`config.mk`:
```
export PLATFORM = sky130hd
export DESIGN_NAME = sfp_port_ctrl
export DESIGN_NICKNAME = d
export VERILOG_FILES = /design/src/rtl/sfp_port_ctrl.sv
export SDC_FILE = /design/constraint.sdc
export NUM_CORES = 1
export LEC_CHECK = 0
export ABC_AREA = 1
export BUFFER_PORTS_ARGS = -buffer_cell sky130_fd_sc_hd__buf_4
export CAP_MARGIN = 20
export CORE_AREA = 5 5 120 122
export DETAILED_ROUTE_END_ITERATION = 10
export DIE_AREA = 0 0 125 127
export PLACE_DENSITY = 0.45
export RECOVER_POWER = 25
export SETUP_SLACK_MARGIN = 0.4
export SLEW_MARGIN = 20
export SYNTH_ARGS = -nofsm -noshare
export SYNTH_HDL_FRONTEND = slang
export SYNTH_SLANG_ARGS = --single-unit
```
`constraint.sdc`:
```
create_clock -name clk100 -period 6 [get_ports clk100]
set_input_delay 0.9 -clock clk100 [delete_from_list [all_inputs] [get_ports clk100]]
set_output_delay 0.9 -clock clk100 [all_outputs]
set_load 0.05 [all_outputs]
```
`src/rtl/sfp_port_ctrl.sv`:
```
`timescale 1ns/1ps
// SFP cage port controller: input sync/debounce, power-up sequencing, fault retry.
// Define SFP_FAULT_COUNT_EN to build the saturating RUN->FAULT entry counter.
module sfp_port_ctrl #(
  parameter int unsigned DEBOUNCE = 16,
  parameter int unsigned SETTLE   = 1024,
  parameter int unsigned RETRY    = 4096
) (
  input  logic       clk100,
  input  logic       sys_rst,
  input  logic       enable,
  input  logic       sfp_clk_alarm_b,
  input  logic       tx_fault,
  input  logic       rx_los,
  output logic       tx_disable,
  output logic       port_rst,
  output logic       link_up,
  output logic [2:0] state,
  output logic [7:0] fault_cnt
);

  typedef enum logic [2:0] {
    ST_OFF      = 3'd0,
    ST_WAIT_CLK = 3'd1,
    ST_SETTLE   = 3'd2,
    ST_RUN      = 3'd3,
    ST_FAULT    = 3'd4
  } state_t;

  localparam logic [15:0] DB_LAST     = 16'(DEBOUNCE - 1);
  localparam logic [15:0] SETTLE_LAST = 16'(SETTLE - 1);
  localparam logic [15:0] RETRY_LAST  = 16'(RETRY - 1);

  // Bit 0 carries the alarm inverted so every synchroniser and qualified level resets inactive.
  logic [2:0]       raw;
  logic [2:0]       sync1, sync2;
  logic [2:0]       qual, qual_next;
  logic [2:0][15:0] db_cnt, cnt_next;
  logic             alarm_q, fault_q, los_q;
  state_t           state_q, state_next;
  logic [15:0]      timer;

  assign raw = {rx_los, tx_fault, ~sfp_clk_alarm_b};

  always_ff @(posedge clk100 or posedge sys_rst) begin
    if (sys_rst) begin
      sync1  <= '0;
      sync2  <= '0;
      qual   <= '0;
      db_cnt <= '0;
    end else begin
      sync1  <= raw;
      sync2  <= sync1;
      qual   <= qual_next;
      db_cnt <= cnt_next;
    end
  end

  always_comb begin
    qual_next = qual;
    cnt_next  = '0;
    for (int unsigned i = 0; i < 3; i++) begin
      if (sync2[i] != qual[i]) begin
        if (db_cnt[i] == DB_LAST) qual_next[i] = sync2[i];
        else                      cnt_next[i]  = db_cnt[i] + 16'd1;
      end
    end
  end

  // The FSM looks at the qualified level being written this cycle, so a level
  // qualified on an edge acts on that same edge rather than one cycle later.
  assign alarm_q = qual_next[0];
  assign fault_q = qual_next[1];
  assign los_q   = qual_next[2];

  always_comb begin
    state_next = state_q;
    case (state_q)
      ST_OFF:      if (enable)                state_next = ST_WAIT_CLK;
      ST_WAIT_CLK: if (!alarm_q)              state_next = ST_SETTLE;
      ST_SETTLE:   if (timer == SETTLE_LAST)  state_next = ST_RUN;
      ST_RUN:      if (fault_q || alarm_q)    state_next = ST_FAULT;
      ST_FAULT:    if (timer == RETRY_LAST)   state_next = ST_WAIT_CLK;
      default:                                state_next = ST_OFF;
    endcase
    if (!enable) state_next = ST_OFF;
  end

  always_ff @(posedge clk100 or posedge sys_rst) begin
    if (sys_rst) begin
      state_q    <= ST_OFF;
      timer      <= '0;
      tx_disable <= 1'b1;
      port_rst   <= 1'b1;
      link_up    <= 1'b0;
    end else begin
      state_q    <= state_next;
      timer      <= (state_next != state_q) ? '0 : timer + 16'd1;
      tx_disable <= !(state_next == ST_SETTLE || state_next == ST_RUN);
      port_rst   <= (state_next != ST_RUN);
      link_up    <= (state_next == ST_RUN) && !los_q;
    end
  end

  assign state = state_q;

`ifdef SFP_FAULT_COUNT_EN
  logic [7:0] fault_cnt_q;

  always_ff @(posedge clk100 or posedge sys_rst) begin
    if (sys_rst) begin
      fault_cnt_q <= '0;
    end else if (state_q == ST_RUN && state_next == ST_FAULT && fault_cnt_q != '1) begin
      fault_cnt_q <= fault_cnt_q + 8'd1;
    end
  end

  assign fault_cnt = fault_cnt_q;
`else
  assign fault_cnt = '0;
`endif

endmodule

```
==> metrics.csv, run 1 <==
stage,metric,value,unit
clocking,cts_buffers,9,
pwr,peakVddDrop,0.000117,V
clocking,ctsHoldBuffers,0,
clocking,ctsResizeCount,0,
floorplanning,ios,20,
sta,tns,0,ns
placement,post-place-ws,3.96,ns
worst_setup_path,crit_required,6.26,ns
synthesis,synth_top_area_share,50.1,%
placement,dp_hpwl,4.71,mm
layout,final_nets,470,
synthesis,ys_warn_count,0,
layout,layout-drive-gt1-share,13.1,%
pwr,swShare,26.0,%
global_route,grt_pass1_wl,12.2,mm
synthesis,syn_avg_cell_area,8.76,µm²
worst_setup_path,cp-start-kind,flop,
worst_setup_path,path_depth,15,
floorplanning,die_width,125,µm
floorplanning,die_area,15900,µm²
worst_setup_path,cp_max_fo,16,
hold_path,hold_path.class,flop to flop,
run_status,status,completed,
pwr,seq_power_share,45.0,%
worst_setup_path,cp.buffers_inverters,0,
clocking,cts_root_buf,clkbuf_16,
floorplanning,core,13100,µm²
global_route,overflow,0,
route,routed_wl,6.80,mm
synthesis,synth_edf_count,0,
pwr,combPwrFrac,10.6,%
synthesis,async_flop_share,100,%
worst_setup_path,endpoint_kind,flop,
floorplanning,die_y,127,µm
route,num_vias,2740,
global_route,grt_max_degree,80,
job,maxCapViolCount,0,
worst_setup_path,reg2reg_slack,3.92,ns
layout,antennaDiodeCount,0,
pwr,leakage,2.02,nW
clocking,cts.sinks,79,
synthesis,yosysTopAreaCell,dfrtp_1,
synthesis,syn-cell-area,3840,µm²
sta,final_hold_viol_count,0,
sta,min_period,2.08,ns
sta,rsz0062_at_grt,no,
synthesis,synth_common_cells,"dfrtp_1, nor2_1, inv_1",
route,ant_nets,0,
clocking,clk_latency,0.33,ns
global_route,antenna_found_initial,0,
sta,finalClockSkew,0.00667,ns
clocking,cts_max_level,3,
worst_setup_path,r2r-end,timer[0],
worst_setup_path,r2r_cells,15,
synthesis,synthFlopType,dfrtp_1,
pwr,p_int,0.935,mW
synthesis,ys_ff_latch,79,
floorplanning,initial_core_util,29.4,%
pwr,pwr-share-clk,44.4,%
worst_setup_path,crit_start,db_cnt[0],
placement,gp_congestion,0.805,
pwr,power_density,287,nW/µm²
worst_setup_path,cp.arrival,2.34,ns
clocking,path_clk_slew,0.06,ns
route,drc,0,
worst_setup_path,max_stage_delay,0.37,ns
clocking,post-cts-setup-buffers,0,
worst_setup_path,endpoint,timer[0],
global_route,grtUsageTotal,9.33,%
layout,syn_to_final_growth,14.6,%
worst_setup_path,cp_top_family,simple AND/OR/NAND/NOR gates,
route,wl_per_cell,10.6,µm
sta,slew_violations,0,
synthesis,synth_cells,439,
pwr,power.switching,0.328,mW
sta,layout_setup_ws,3.92,ns
route,dr.pass1.iters,4,
sta,tightest_slew,0.728,ns
worst_setup_path,timing.rr.start,db_cnt[0],
route,dr.first_iter.drc_count,179,
sta,timing.fmax,480,MHz
synthesis,synthTopCellsByArea,"dfrtp_1, nor2_1, inv_1",
synthesis,seq_area_frac_synth,51.5,%
synthesis,synth_most_common_cell,dfrtp_1,
sta,post-route-period-util,34.7,%
route,via_per_inst,4.27,
placement,io_buffer_count,11,
clocking,cts_tree,done,
global_route,first_global_vias,2662,
worst_setup_path,cp_slowest_cell,dfrtp_1,
floorplanning,row_count,42,
sta,slew_headroom,51.5,%
worst_setup_path,crit_top_cell,nand2_1,
worst_setup_path,worstPathCellList,ha_1 -> nand3_2 -> nor2_1 -> nand2_2 -> nand2_2 -> nand2_2 -> nand2_1 -> nand2_1 -> nand2_1 -> nand2_1 -> nand2_1 -> nand2_2 -> nor2_4 -> nand2_4 -> nor2_1,
worst_setup_path,critPathKind,flop to flop,
clocking,cts_max_path_buffers,2,
synthesis,synth_cell_types,31,
sta,setup_viol_count_final,0,
registers in the layout (all words and copies together) (netlist names):
register,cells
db_cnt,48
link_up,1
port_rst,1
qual,3
state,3
sync1,3
sync2,3
timer,16
tx_disable,1
routing by layer:
| layer | vias to the layer above | GRT usage (%) | wire length (µm) |
|---|---|---|---|
| li1 | 1427 | - | - |
| met1 | 1270 | 12.0 | 3390 |
| met2 | 32 | 14.6 | 2990 |
| met3 | 11 | 2.96 | 284 |
| met4 | 0 | 3.70 | 127 |
| met5 | - | 0 | 0 |
logic make-up (layout without fill, tap and decap cells):
group / count (synthesis) / in the layout / share of synthesized area [%]
and+or+nand+nor: 216 / 216 / 27.0
DFF: 79 / 79 / 51.5
buffers and inverters: 70 / 89 / 8.04
AOI/OAI and AO/OA: 43 / 43 / 6.05
xor gates and xnor gates: 25 / 25 / 5.69
adders and majority gates: 4 / 4 / 1.30
other: 1 / 8 / 0.0975
muxes: 1 / 1 / 0.293
stage by stage:
stage	power (mW)	instances	utilization [%]	cell area (µm²)	hold slack [ns]
3_5_place_dp	0.715	625	31.4	4100	0.335
2_1_floorplan	0.696	446	-	3870	0.331
3_3_place_gp	0.714	625	31.4	4100	0.339
6_report	1.26	641	33.7	4410	0.353
4_1_cts	1.29	641	33.7	4410	0.355
5_1_grt	1.33	641	33.7	4410	0.382
cell usage in the layout (no fill, tap or decap), types with 2 or more instances in the layout:
cell type	count
dfrtp_1	77
nor2_1	68
nand2_1	60
inv_1	60
nand3_1	25
a21oi_1	22
nor3_1	19
xor2_1	18
o21ai_0	16
nor2_2	11
clkbuf_16	9
conb_1	8
nand2_2	7
xnor2_1	7
buf_4	7
nand4_1	5
nor2_4	4
nand3_2	4
nor3b_1	4
ha_1	4
clkbuf_4	4
nand3b_1	2
and3_1	2
a31oi_1	2
o221a_2	2
nor4_1	2
clkbuf_8	2
dfstp_2	2
cell type report:
type                            count  area, µm²
Inverter                           61        230
Sequential cell                    79       1980
Clock inverter                      4       52.6
Fill cell                        1355       8680
Timing Repair Buffer               12       93.8
Multi-Input combinational cell    297       1570
Tap cell                          176        220
Clock buffer                       12        256
worst min path at each step:
stage / cells past startpoint / slack [ns] / from / end
finish: 0 / 0.35 / sync1[0] / sync2[0]
CTS: 0 / 0.35 / sync1[0] / sync2[0]
global placement: 0 / 0.34 / sync1[0] / sync2[0]
floorplan: 0 / 0.33 / sync1[0] / sync2[0]
detailed placement: 0 / 0.33 / sync1[0] / sync2[0]
global route: 0 / 0.38 / sync1[0] / sync2[0]
power by group through the flow:
| stage | combinational, mW | sequential [mW] | clock [mW] |
|---|---|---|---|
| global route | 0.156 | 0.570 | 0.603 |
| detailed placement | 0.137 | 0.578 | 0 |
| finish | 0.134 | 0.568 | 0.561 |
| global placement | 0.137 | 0.578 | 0 |
| CTS | 0.137 | 0.568 | 0.585 |
| floorplan | 0.103 | 0.592 | 0 |
No activity file was read; power rests on OpenSTA's default activity.
==> inputs of run 2 (changes only) <==
Settings changed: ABC_AREA 1 to 0, CORE_AREA 5 5 120 122 to 5 5 126 128, DIE_AREA 0 0 125 127 to 0 0 131 133.
Clock period 6 ns to 2 ns, I/O delays scaled along.
==> run 2 against run 1 <==
Compared with the run above: the flow now finishes with violations (negative setup slack); first-iteration DRC count down 2.2%; global-route usage up 1.7 points; power rose to 3.0 times the previous value; via count up 17%; routed wire length up 37%; clock-buffer cell count down 2; highest routed layer unchanged.
==> metrics.csv, run 2 <==
stage,metric,value,unit,change
global_route,grt_pass1_wl,15.3,mm,+25%
clocking,path_clk_slew,0.06,ns,about the same
sta,rsz0062_at_grt,yes,,
route,dr.first_iter.drc_count,175,,-2.2%
route,drc,0,,unchanged
worst_setup_path,r2r_cells,8,,-7
layout,layout-drive-gt1-share,30.1,%,+17 points
synthesis,synth_cell_types,43,,+39%
sta,finalClockSkew,0.00621,ns,-0.000466 ns
synthesis,syn_avg_cell_area,10.0,µm²,+15%
layout,fillers,1449,,+6.9%
floorplanning,row_count,45,,+7.1%
pwr,power_density,672,nW/µm²,+130%
layout,layout_commonest_cell,dfrtp_1,,
clocking,cts_max_level,3,,unchanged
layout,seqCellArea,1980,µm²,about the same
synthesis,syn-cell-area,4250,µm²,+11%
clocking,cts_max_path_buffers,2,,unchanged
job,maxCapViolCount,0,,unchanged
layout,top_register,db_cnt,,
pwr,combPwrFrac,14.6,%,+4.0 points
route,wl_per_cell,13.6,µm,+28%
global_route,antenna_found_initial,0,,unchanged
sta,tightest_slew,1.11,ns,+0.377 ns
global_route,grt.busiest_layer,met2,,
worst_setup_path,endpoint_kind,flop,,
sta,final_hold_viol_count,0,,unchanged
layout,syn_to_final_growth,32.5,%,
worst_setup_path,critPathKind,flop to flop,,
run_status,status,"complete, but fails checks",,
pwr,p_int,2.73,mW,+190%
global_route,first_global_vias,3191,,+20%
pwr,peakVddDrop,0.000328,V,+180%
placement,place_area,4800,µm²,+17%
hold_path,hold_path.class,input port to flop,,
layout,final_cell_mix,"dfrtp_1, buf_4, nor2_1",,
synthesis,synth_most_common_cell,dfrtp_1,,
global_route,grtUsageTotal,11.0,%,+1.7 points
synthesis,synth_cells,423,,-3.6%
synthesis,seq_area_frac_synth,46.6,%,-4.9 points
clocking,cts.sinks,79,,unchanged
worst_setup_path,timing.rr.start,db_cnt[21],,
worst_setup_path,crit_start,db_cnt[21],,
layout,largestRegisters,"db_cnt (48), timer (16)",,
worst_setup_path,cp.arrival,2.32,ns,-0.02 ns
pwr,leakage,2.44,nW,+21%
synthesis,ys_ff_latch,79,,unchanged
worst_setup_path,cp_max_fo,8,,-8
placement,gp_congestion,0.757,,-5.9%
placement,io_buffer_count,11,,unchanged
clocking,clk_latency,0.34,ns,about the same
layout,multi_input_area,2440,µm²,+55%
sta,slew_headroom,26.3,%,-25 points
sta,slew_violations,0,,unchanged
global_route,overflow,0,,unchanged
sta,setup_viol_count_final,18,,+18
synthesis,synth_edf_count,0,,unchanged
floorplanning,core,14800,µm²,+13%
synthesis,synth_common_cells,"dfrtp_1, nor2_1, nand3_1",,
run_status,violations,negative setup slack,,
floorplanning,die_width,131,µm,+4.8%
synthesis,synthFlopType,dfrtp_1,,
synthesis,async_flop_share,100,%,unchanged
synthesis,yosysTopAreaCell,dfrtp_1,,
synthesis,synth_top_area_share,45.3,%,-4.8 points
pwr,power.switching,1.06,mW,+220%
global_route,use_met1,14.8,%,+2.8 points
route,dr.pass1.iters,4,,unchanged
global_route,met2_usage,16.4,%,+1.7 points
route,num_vias,3217,,+17%
clocking,cts_buffers,9,,unchanged
route,via_per_inst,4.71,,+10%
worst_setup_path,crit_required,2.22,ns,-4.04 ns
pwr,total_power,3.79,mW,+200%
synthesis,ys_warn_count,0,,unchanged
layout,antennaDiodeCount,0,,unchanged
worst_setup_path,cp-start-kind,flop,,
global_route,grt_max_degree,80,,unchanged
placement,dp_hpwl,5.84,mm,+24%
pwr,pwr-share-clk,40.2,%,-4.2 points
clocking,cts_root_buf,clkbuf_16,,
layout,largest_reg_flops,48,,unchanged
global_route,grt_use_met3,2.95,%,-0.016 points
route,routed_wl,9.28,mm,+37%
hold_path,hp-start,rx_los,,
clocking,cts_tree,done,,
synthesis,synthTopCellsByArea,"dfrtp_1, xnor2_1, xor2_1",,
worst_setup_path,endpoint,timer[7],,
layout,final_nets,500,,+6.4%
floorplanning,initial_core_util,28.8,%,-0.58 points
sta,timing.fmax,478,MHz,-0.45%
floorplanning,die_y,133,µm,+4.7%
worst_setup_path,reg2reg_slack,-0.09,ns,-4.01 ns
sta,post-route-period-util,105,%,+70 points
sta,layout_setup_ws,-0.0933,ns,-4.01 ns
worst_setup_path,r2r-end,timer[7],,
route,ant_nets,0,,unchanged
sta,min_period,2.09,ns,+0.00947 ns
floorplanning,ios,20,,unchanged
layout,fin_area,5630,µm²,+28%
clocking,ctsHoldBuffers,0,,unchanged
pwr,seq_power_share,45.2,%,+0.2 points
floorplanning,die_area,17400,µm²,+9.8%
pwr,swShare,27.9,%,+2.0 points
## run 2: cell types whose count changed after synthesis, sizes merged, moves of 14 or more
cell,before,now
a21oi,22,5
nor2,83,50
nand3b,2,16
mux2i,0,16
xnor2,7,28
inv,61,16
nor4,2,19
nand2,68,25
## run 2: metal layers
layer  wire length, µm  up-vias  share of wire (%)
met5                 0        -                  0
met4               176        0                1.9
met3               266       14                2.9
met2              4330       27                 47
met1              4510     1580                 49
li1                  -     1596                  -
## run 2: how the worst min path moves through the flow
stage | endpoint | slack [ns] | depth (start not counted)
final | sync1[2] | 0.08 | 1
after global routing | sync1[1] | 0.07 | 1
after CTS | sync1[1] | 0.05 | 1
after detailed placement | sync2[0] | 0.33 | 0
after global placement | sync2[0] | 0.33 | 0
after floorplan | sync2[0] | 0.33 | 0
## run 2: per-stage QoR
step / hold slack, ns / utilization (%) / std cells / worst slack, ns / TNS [ns]
2_1_floorplan: 0.331 / - / 430 / 0.0428 / 0
3_3_place_gp: 0.335 / 32.5 / 645 / -0.000521 / -0.00101
3_5_place_dp: 0.335 / 32.5 / 645 / -0.0780 / -0.837
4_1_cts: 0.0460 / 35.9 / 670 / -0.0778 / -0.894
5_1_grt: 0.0691 / 38.2 / 683 / -0.197 / -3.46
6_report: 0.0843 / 38.2 / 683 / -0.0933 / -1.17
## run 2: timing repair
item,4_1_cts,5_1_grt
endpoints found under the setup margin,39,57
gates cloned,1,1
buffers inserted,8,12
pin swaps,24,19
gates resized for setup,38,44
## run 2: cell families after synthesis
group / after synthesis / synth area share, %
muxes: 18 / 4.39
buffers and inverters: 39 / 4.74
other: 1 / 0.0883
and+or+nand+nor: 206 / 28.0
DFF: 79 / 46.6
xor gates and xnor gates: 54 / 11.1
AOI/OAI and AO/OA: 22 / 3.92
adders and majority gates: 4 / 1.18
## run 2: final cells by class
cell class,count,area share (%)
Sequential cell,79,35.2
Inverter,16,1.18
Multi-Input combinational cell,312,43.4
Clock buffer,10,4.07
Clock inverter,6,0.667
Timing Repair Buffer,72,11.3
Tap cell,188,4.18
## run 2: power groups by stage
stage               clock network [mW]  logic [mW]  registers (mW)
floorplan                            0       0.316            1.77
detailed placement                   0       0.479            1.74
global placement                     0       0.472            1.74
CTS                               1.58       0.507            1.71
finish                            1.52       0.553            1.71
global route                      1.64       0.602            1.72
## run 2: worst max-delay path, stage by stage (launching register included)
cell       delay [ns]
dfrtp_1          0.41
nor4_4           0.38
buf_4            0.20
a41oi_4          0.13
nor4_4           0.32
a211oi_4         0.11
buf_6            0.14
clkbuf_16        0.16
mux2i_1          0.12
